$ cat config.mk
export PLATFORM = sky130hd
export DESIGN_NAME = alu_issue
export DESIGN_NICKNAME = d
export VERILOG_FILES = /design/src/rtl/calc_pkg.sv /design/src/rtl/alu_issue.sv
export SDC_FILE = /design/constraint.sdc
export NUM_CORES = 1
export LEC_CHECK = 0
export ABC_AREA = 1
export CAP_MARGIN = 20
export CORE_UTILIZATION = 42
export DETAILED_ROUTE_END_ITERATION = 8
export HOLD_SLACK_MARGIN = 0.15
export MAX_ROUTING_LAYER = met4
export PLACE_DENSITY_LB_ADDON = 0.15
export REMOVE_ABC_BUFFERS = 1
export SLEW_MARGIN = 20
export SYNTH_ARGS = -nofsm -noshare
export SYNTH_HDL_FRONTEND = slang
export SYNTH_SLANG_ARGS = --single-unit
$ cat constraint.sdc
create_clock -name clk_i -period 2.19 [get_ports clk_i]
set_input_delay 0.657 -clock clk_i [delete_from_list [all_inputs] [get_ports clk_i]]
set_output_delay 0.657 -clock clk_i [all_outputs]
set_load 0.01 [all_outputs]
$ cat src/rtl/calc_pkg.sv
// Shared calculator types and helpers.
//   num_t             : signed BCD number (error flag, sign, exponent, mantissa digits)
//   negate_num()      : flips only the sign of a num_t
//   AluTimeoutDefault : default cycle budget for an outstanding ALU operation
package calc_pkg;

    localparam int unsigned NumDigits         = 4;
    localparam int unsigned ExpWidth          = 8;
    localparam int unsigned AluTimeoutDefault = 255;

    typedef logic [3:0] bcd_t;

    typedef struct packed {
        logic                  error;
        logic                  sign;
        logic [ExpWidth-1:0]   exponent;
        bcd_t [NumDigits-1:0]  mant;
    } num_t;

    // Sign flip only; magnitude, exponent and error flag pass through.
    function automatic num_t negate_num(input num_t n);
        num_t r;
        r      = n;
        r.sign = ~n.sign;
        return r;
    endfunction

endpackage

$ cat src/rtl/alu_issue.sv
// Issues one add/subtract request at a time to an external ALU and holds the
// result for a downstream consumer.
// Ports:
//   clk_i, rst_i (synchronous, active-high)
//   left_i, right_i, op_sub_i, req_valid_i / req_ready_o : request
//   alu_left_o, alu_right_o, alu_valid_o / alu_ready_i   : operands to ALU
//   alu_result_i, alu_valid_i / alu_ready_o              : result from ALU
//   result_o, result_valid_o / result_ready_i            : downstream result
//   timeout_o                                            : last op timed out
// Build option: define ALU_ISSUE_TIMEOUT_EN to abandon an ALU wait after
// TimeoutCycles cycles with an error result.
module alu_issue
    import calc_pkg::*;
#(
    parameter int unsigned TimeoutCycles = AluTimeoutDefault
) (
    input  logic clk_i,
    input  logic rst_i,
    input  num_t left_i,
    input  num_t right_i,
    input  logic op_sub_i,
    input  logic req_valid_i,
    output logic req_ready_o,
    output num_t alu_left_o,
    output num_t alu_right_o,
    output logic alu_valid_o,
    input  logic alu_ready_i,
    input  num_t alu_result_i,
    input  logic alu_valid_i,
    output logic alu_ready_o,
    output num_t result_o,
    output logic result_valid_o,
    input  logic result_ready_i,
    output logic timeout_o
);

    typedef enum logic [1:0] {
        S_IDLE,
        S_ISSUE,
        S_WAIT,
        S_HOLD
    } state_t;

    state_t state;
    num_t   result_q;
    logic   bypass_q;
    num_t   err_num;
    logic   operand_err;

    // Error result: all-zero number with the error flag set.
    always_comb begin
        err_num       = '0;
        err_num.error = 1'b1;
    end

    assign operand_err = alu_left_o.error | alu_right_o.error;

    // Result is only visible while it is being offered.
    assign result_o = result_valid_o ? result_q : '0;

`ifdef ALU_ISSUE_TIMEOUT_EN
    localparam int unsigned CntW = $clog2(TimeoutCycles + 1);

    logic [CntW-1:0] wait_cnt;
    logic [CntW-1:0] cnt_inc;
    logic            timeout_hit;

    // Saturating increment; the counter never wraps back to zero.
    assign cnt_inc     = (wait_cnt == {CntW{1'b1}}) ? wait_cnt : wait_cnt + CntW'(1);
    assign timeout_hit = (cnt_inc == CntW'(TimeoutCycles));
`else
    // TimeoutCycles only matters when the timeout is built in.
    logic unused_timeout;
    assign unused_timeout = |TimeoutCycles;
`endif

    // Control FSM with registered handshake outputs.
    always_ff @(posedge clk_i) begin
        if (rst_i) begin
            state          <= S_IDLE;
            req_ready_o    <= 1'b1;
            alu_valid_o    <= 1'b0;
            alu_ready_o    <= 1'b0;
            result_valid_o <= 1'b0;
            timeout_o      <= 1'b0;
            alu_left_o     <= '0;
            alu_right_o    <= '0;
            result_q       <= '0;
            bypass_q       <= 1'b0;
`ifdef ALU_ISSUE_TIMEOUT_EN
            wait_cnt       <= '0;
`endif
        end else begin
            case (state)
                S_IDLE: begin
                    if (req_valid_i && req_ready_o) begin
                        alu_left_o  <= left_i;
                        alu_right_o <= op_sub_i ? negate_num(right_i) : right_i;
                        // Erroneous operands never reach the ALU.
                        alu_valid_o <= ~(left_i.error | right_i.error);
                        timeout_o   <= 1'b0;
                        req_ready_o <= 1'b0;
                        bypass_q    <= 1'b0;
                        state       <= S_ISSUE;
                    end
                end

                S_ISSUE: begin
                    if (operand_err) begin
                        // One padding cycle keeps the bypass as slow as a zero-latency ALU.
                        bypass_q <= 1'b1;
                        if (bypass_q) begin
                            result_q       <= err_num;
                            result_valid_o <= 1'b1;
                            state          <= S_HOLD;
                        end
                    end else if (alu_valid_o && alu_ready_i) begin
                        alu_valid_o <= 1'b0;
                        alu_ready_o <= 1'b1;
                        state       <= S_WAIT;
`ifdef ALU_ISSUE_TIMEOUT_EN
                        wait_cnt    <= '0;
`endif
                    end
                end

                S_WAIT: begin
`ifdef ALU_ISSUE_TIMEOUT_EN
                    wait_cnt <= cnt_inc;
`endif
                    if (alu_valid_i && alu_ready_o) begin
                        result_q       <= alu_result_i;
                        alu_ready_o    <= 1'b0;
                        result_valid_o <= 1'b1;
                        state          <= S_HOLD;
                    end
`ifdef ALU_ISSUE_TIMEOUT_EN
                    else if (timeout_hit) begin
                        result_q       <= err_num;
                        timeout_o      <= 1'b1;
                        alu_ready_o    <= 1'b0;
                        result_valid_o <= 1'b1;
                        state          <= S_HOLD;
                    end
`endif
                end

                S_HOLD: begin
                    if (result_valid_o && result_ready_i) begin
                        result_valid_o <= 1'b0;
                        req_ready_o    <= 1'b1;
                        state          <= S_IDLE;
                    end
                end

                default: state <= S_IDLE;
            endcase
        end
    end

endmodule

==> flow_metrics.env, run 1 <==
export IMPL_routed_wl_um=9628
export IMPL_final_cell_mix="141 x clkdlybuf4s50_1, 88 x inv_1, 84 x dfxtp_1, 62 x o21ai_0, 62 x a21oi_1"
export IMPL_ctsHoldBuffers=0
export IMPL_crit_path_end_kind="output port"
export IMPL_ir_drop_v=0.0004904
export IMPL_yosysTopAreaCell="dfxtp_1"
export IMPL_ys_types=27
export IMPL_hold_viol=0
export IMPL_wire_per_inst_um=13.03
export IMPL_num_rows=33
export IMPL_seq_area_mm2=0.001705
export IMPL_tritoncts="built"
export IMPL_cts_max_level=3
export IMPL_fp_dieH_um=96.08
export IMPL_fmax_mhz=473.7
export IMPL_antenna_left=0
export IMPL_antenna_found_initial=0
export IMPL_finalWeightedCongestion=0.8076
export IMPL_routed_via_density=4.763
export IMPL_reg2reg_depth=8
export IMPL_swShare_pct=37.00
export IMPL_seq_area_frac_synth_pct=45.78
export IMPL_synthCells=476
export IMPL_pin_count=168
export IMPL_num_vias=3520
export IMPL_gr_usage_all_layers_pct=21.64
export IMPL_start_kind="flip-flop"
export IMPL_hold_path_startpoint="alu_right_o[24]"
export IMPL_hold_depth=2
export IMPL_syn_to_final_growth_pct=51.73
export IMPL_grt_pass1_vias=3270
export IMPL_fin_crit_sh_pct=96.40
export IMPL_core_region_area_mm2=0.008382
export IMPL_cp_required_ns=1.53
export IMPL_finish_utilization_pct=67.29
export IMPL_crit_chain="buf_12 > nand2_1 > inv_1 > clkdlybuf4s50_1"
export IMPL_drt_initial_drc_count=91
export IMPL_total_power_mw=5.761
export IMPL_gr_total_overflow=0
export IMPL_fin_crit_ns=2.111
export IMPL_synth_cell_area_mm2=0.003717
export IMPL_cp_arrival_ns=1.45
export IMPL_cap_violations=0
export IMPL_seq_power_share_pct=36.3
export IMPL_clk_latency_ns=0.35
export IMPL_mostFrequentLayoutCell="clkdlybuf4s50_1"
export IMPL_min_delay_worst_endpoint="alu_right_o[24]"
export IMPL_max_stage_delay_ns=0.52
export IMPL_numCtsBuffers=9
export IMPL_diodes=0
export IMPL_slew_viol_final=0
export IMPL_p_int_mw=3.630
export IMPL_ys_warn_count=0
export IMPL_n_fill_cell=707
export IMPL_ys_ff_latch=85
export IMPL_r2r_slack_ns=0.35
export IMPL_grt_pass1_wl_um=14950
export IMPL_power_frac_clock_pct=20.6
export IMPL_grt_max_degree=83
export IMPL_multi_input_area_mm2=0.001505
export IMPL_worstReg2RegEnd="alu_ready_o"
export IMPL_hold_path_class="reg -> reg"
export IMPL_clock_root_buffer="clkbuf_8"
export IMPL_skew_ns=0.01230
export IMPL_crit_slowest_cell="clkdlybuf4s50_1"
export IMPL_switchingPower_mw=2.132
export IMPL_cts_buffer_depth=2
export IMPL_power_frac_comb_pct=43.1
export IMPL_powerDensity_mw_per_mm2=1021
export IMPL_dr_pass1_iters=4
export IMPL_status="completed"
export IMPL_timing_rr_start="state[0]"
export IMPL_die_area_mm2=0.009231
export IMPL_tns_ns=0
export IMPL_critPathKind="reg -> out"
export IMPL_drc=0
export IMPL_avgSynthCellArea_um2=7.809
export IMPL_yosysTopAreaCellShare_pct=45.78
export IMPL_nets=719
export IMPL_p_leak_nw=2.375
export IMPL_drive_above_1_share_pct=9.937
export IMPL_initial_utilization_pct=44.35
export IMPL_clk_pin_slew_ns=0.08
export IMPL_die_w_um=96.08
export IMPL_cts_sinks=85
export IMPL_io_buffers=166
export IMPL_setup_viol=0
export IMPL_dpl_hpwl_um=6703
export IMPL_cp_max_fo=14
export IMPL_ys_top_cells_by_area="dfxtp_1 46%, inv_1 8.9%, a21oi_1 8.3%"
==> synthesized netlist by cell type, drive strengths merged <==
cell and number:
dfxtp 85, nor2 11, conb 1, ha 5, nand2 49, o21ai 83
a21oi 82, xor2 1, buf 20, nand3 34, nor3 1, o211ai 2
inv 88, clkbuf 14
==> how the worst max path moves through the flow <==
stage	startpoint	end	slack, ns
floorplan	state[0]	alu_valid_o	-1.03
global placement	alu_valid_i	alu_ready_o	0.11
detailed placement	alu_valid_i	alu_ready_o	0.08
CTS	result_valid_o	result_o[8]	0.0001
global route	result_valid_o	result_o[8]	-0.0003
finish	result_valid_o	result_o[8]	0.08
==> sequential cells by signal (all words and copies together) (netlist names) <==
register        count
result_q           26
alu_ready_o         1
req_ready_o         1
bypass_q            1
alu_left_o         26
state               2
result_valid_o      1
alu_valid_o         1
alu_right_o        26
==> final cells by class <==
class / count / area share (%)
well taps: 105 / 2.329
clock inverters: 4 / 1.287
flip-flops and latches: 85 / 30.24
repair buffers: 176 / 31.21
inverters: 88 / 5.856
multi-input cells: 269 / 26.69
clock buffers: 12 / 2.396
==> metal layers <==
layer / routed length [um] / GRT usage, %
met5: 0 / -
met4: 103 / 6.343
met3: 1018 / 8.926
met2: 4412 / 34.46
met1: 4094 / 24.90
==> critical path: cells and delay by family, from the launching register on <==
family	cells	cell delay (ns)
DFF	1	0.37
buffers and inverters	3	0.70
and+or+nand+nor	1	0.05
==> cells by family after synthesis <==
logic type | count (synthesis) | synth area share [%]
buffers and inverters | 122 | 14.07
flip-flops | 85 | 45.78
adder cells (fa/ha/maj) | 5 | 1.683
AO/OA/AOI/OAI | 167 | 26.05
XOR/XNOR | 1 | 0.2357
other | 1 | 0.1009
AND/OR/NAND/NOR | 95 | 12.08
==> per-stage QoR <==
step                      hold slack, ns  worst slack [ns]  instances  cell area (um2)
after floorplan                   0.4328            -1.033        442             3525
after global placement            0.4296            0.1073        721             5428
after detailed placement          0.4343           0.08419        721             5428
after CTS                         0.4461         0.0001190        737             5608
after global routing              0.4591        -0.0002556        739             5640
final                             0.4439           0.07891        739             5640
==> power groups by stage <==
stage	sequential (mW)	combinational, mW	clock [mW]
2_1_floorplan	2.27	1.09	0
3_5_place_dp	2.12	2.44	0
5_1_grt	2.14	2.74	1.28
3_3_place_gp	2.10	2.38	0
4_1_cts	2.09	2.45	1.21
6_report	2.09	2.48	1.19
==> what timing repair did <==
action,in CTS,in global routing
setup buffers,0,1
setup endpoints to repair,27,1
cloned,0,1
resized for setup,27,0
(Power assumes the default switching activity.)
==> inputs of run 2 (changes only) <==
--- a/config.mk
+++ b/config.mk
@@ -7,11 +7,12 @@
 export LEC_CHECK = 0
 export ABC_AREA = 1
 export CAP_MARGIN = 20
+export CORE_ASPECT_RATIO = 0.8
 export CORE_UTILIZATION = 42
 export DETAILED_ROUTE_END_ITERATION = 8
 export HOLD_SLACK_MARGIN = 0.15
 export MAX_ROUTING_LAYER = met4
-export PLACE_DENSITY_LB_ADDON = 0.15
+export PLACE_DENSITY = 0.81
 export REMOVE_ABC_BUFFERS = 1
 export SLEW_MARGIN = 20
 export SYNTH_ARGS = -nofsm -noshare
==> flow_metrics.env, run 2 (synthesized netlist as in run 1, its figures left out) <==
export IMPL_status="completed"
export IMPL_cp_max_fo=10
export IMPL_antenna_found_initial=0
export IMPL_final_cells=747
export IMPL_drive_above_1_share_pct=10.39
export IMPL_die_area_mm2=0.009233
export IMPL_die_w_um=107.2
export IMPL_start_kind="flip-flop"
export IMPL_skew_ns=0.01034
export IMPL_grt_pass1_wl_um=15640
export IMPL_cp_required_ns=1.53
export IMPL_gr_usage_all_layers_pct=22.06
export IMPL_fin_crit_sh_pct=93.52
export IMPL_cap_violations=0
export IMPL_cp_arrival_ns=1.39
export IMPL_ctsHoldBuffers=0
export IMPL_mostFrequentLayoutCell="clkdlybuf4s50_1"
export IMPL_crit_chain="buf_6 > clkdlybuf4s50_1"
export IMPL_syn_to_final_growth_pct=53.89
export IMPL_setup_viol=0
export IMPL_clock_root_buffer="clkbuf_8"
export IMPL_total_power_mw=5.672
export IMPL_crit_path_end_kind="output port"
export IMPL_place_area_mm2=0.005431
export IMPL_cts_sinks=85
export IMPL_antenna_left=0
export IMPL_largestRegisters="alu_left_o (26), alu_right_o (26), result_q (26)"
export IMPL_drc=0
export IMPL_fp_dieH_um=86.15
export IMPL_tritoncts="built"
export IMPL_cts_buffer_depth=2
export IMPL_crit_slowest_cell="clkdlybuf4s50_1"
export IMPL_clk_latency_ns=0.34
export IMPL_drt_initial_drc_count=145
export IMPL_hold_path_class="reg -> reg"
export IMPL_p_leak_nw=2.736
export IMPL_routed_wl_um=9852
export IMPL_fmax_mhz=488.3
export IMPL_wire_per_inst_um=13.19
export IMPL_finalWeightedCongestion=0.8123
export IMPL_initial_utilization_pct=43.63
export IMPL_grt_pass1_vias=3495
export IMPL_hold_viol=0
export IMPL_ir_drop_v=0.0006925
export IMPL_slew_viol_final=0
export IMPL_core_region_area_mm2=0.008521
export IMPL_clk_pin_slew_ns=0.08
export IMPL_io_buffers=166
export IMPL_diodes=0
export IMPL_numCtsBuffers=9
export IMPL_fin_crit_ns=2.048
export IMPL_powerDensity_mw_per_mm2=991.6
export IMPL_nets=720
export IMPL_rsz0062_at_grt="no"
export IMPL_critPathKind="reg -> out"
export IMPL_max_stage_delay_ns=0.54
export IMPL_grt_max_degree=59
export IMPL_dr_pass1_iters=4
export IMPL_hold_slack_ns=0.4463
export IMPL_finish_utilization_pct=67.14
export IMPL_post_cts_buffers=0
export IMPL_num_rows=30
export IMPL_gr_total_overflow=0
export IMPL_routed_via_density=4.873
export IMPL_dp_cells=730
export IMPL_pin_count=168
export IMPL_final_cell_mix="140 x clkdlybuf4s50_1, 88 x inv_1, 84 x dfxtp_1, 62 x o21ai_0, 62 x a21oi_1"
export IMPL_dpl_hpwl_um=7010
export IMPL_cts_max_level=3
export IMPL_stdcell_area_mm2=0.005720
export IMPL_num_vias=3640
==> run 2: final timing paths <==
path / endpoint / slack (ns) / from / cells after the start
max: result_valid_o / 0.14 / result_valid_o / 2
min: alu_right_o[0] / 0.45 / alu_right_o[0] / 2
max reg2reg: result_q[16] / 0.32 / state[1] / 7
min reg2reg: alu_right_o[0] / 0.45 / alu_right_o[0] / 2
==> run 2: cell type report <==
type                       instances  area, um2
clock buffer                      11      141.4
clock inverter                     5      60.06
fill                             716       2800
inverter                          88      330.3
multi-input combinational        269       1498
sequential                        85       1705
tap                              112      140.1
timing repair buffer             177       1846
==> run 2: per-layer routing <==
| metal | global-route usage, % | part of all wire, % | up-vias |
|---|---|---|---|
| met3 | 7.827 | 6.8 | 8 |
| met4 | 4.234 | 0.82 | 0 |
| met1 | 25.04 | 42 | 1692 |
| met5 | - | 0 | - |
| met2 | 37.71 | 50 | 111 |
| li1 | - | - | 1829 |
==> run 2: per-stage QoR <==
| stage | setup TNS [ns] | setup WS [ns] |
|---|---|---|
| 2_1_floorplan | -46.29 | -1.033 |
| 3_3_place_gp | 0 | 0.1038 |
| 3_5_place_dp | 0 | 0.09198 |
| 4_1_cts | -0.06986 | -0.01771 |
| 5_1_grt | 0 | 0.07593 |
| 6_report | 0 | 0.1419 |
==> run 2: worst max-delay path: cells and delay by family, from the launching register on <==
kind                   cells  cell delay [ns]
buffers and inverters      2             0.68
flip-flops                 1             0.38
==> run 2: repair_timing <==
| item | 4_1_cts | 5_1_grt |
|---|---|---|
| pin swaps | 0 | 0 |
| setup endpoints to repair | 19 | 26 |
| gates resized for setup | 3 | 29 |
| cloned | 1 | 0 |
==> run 2: power by group <==
group / internal, mW / switching [mW]
combinational: 1.07 / 1.39
clock: 0.561 / 0.559
sequential: 1.89 / 0.201
total: 3.52 / 2.15
==> inputs of run 3 (changes only) <==
--- a/config.mk
+++ b/config.mk
@@ -9,6 +9,7 @@
 export CAP_MARGIN = 20
 export CORE_ASPECT_RATIO = 0.8
 export CORE_UTILIZATION = 42
+export CTS_CLUSTER_SIZE = 16
 export DETAILED_ROUTE_END_ITERATION = 8
 export HOLD_SLACK_MARGIN = 0.15
 export MAX_ROUTING_LAYER = met4
==> results of run 3 <==
Same layout as run 2: the final DEF is identical, and so are final timing and power.
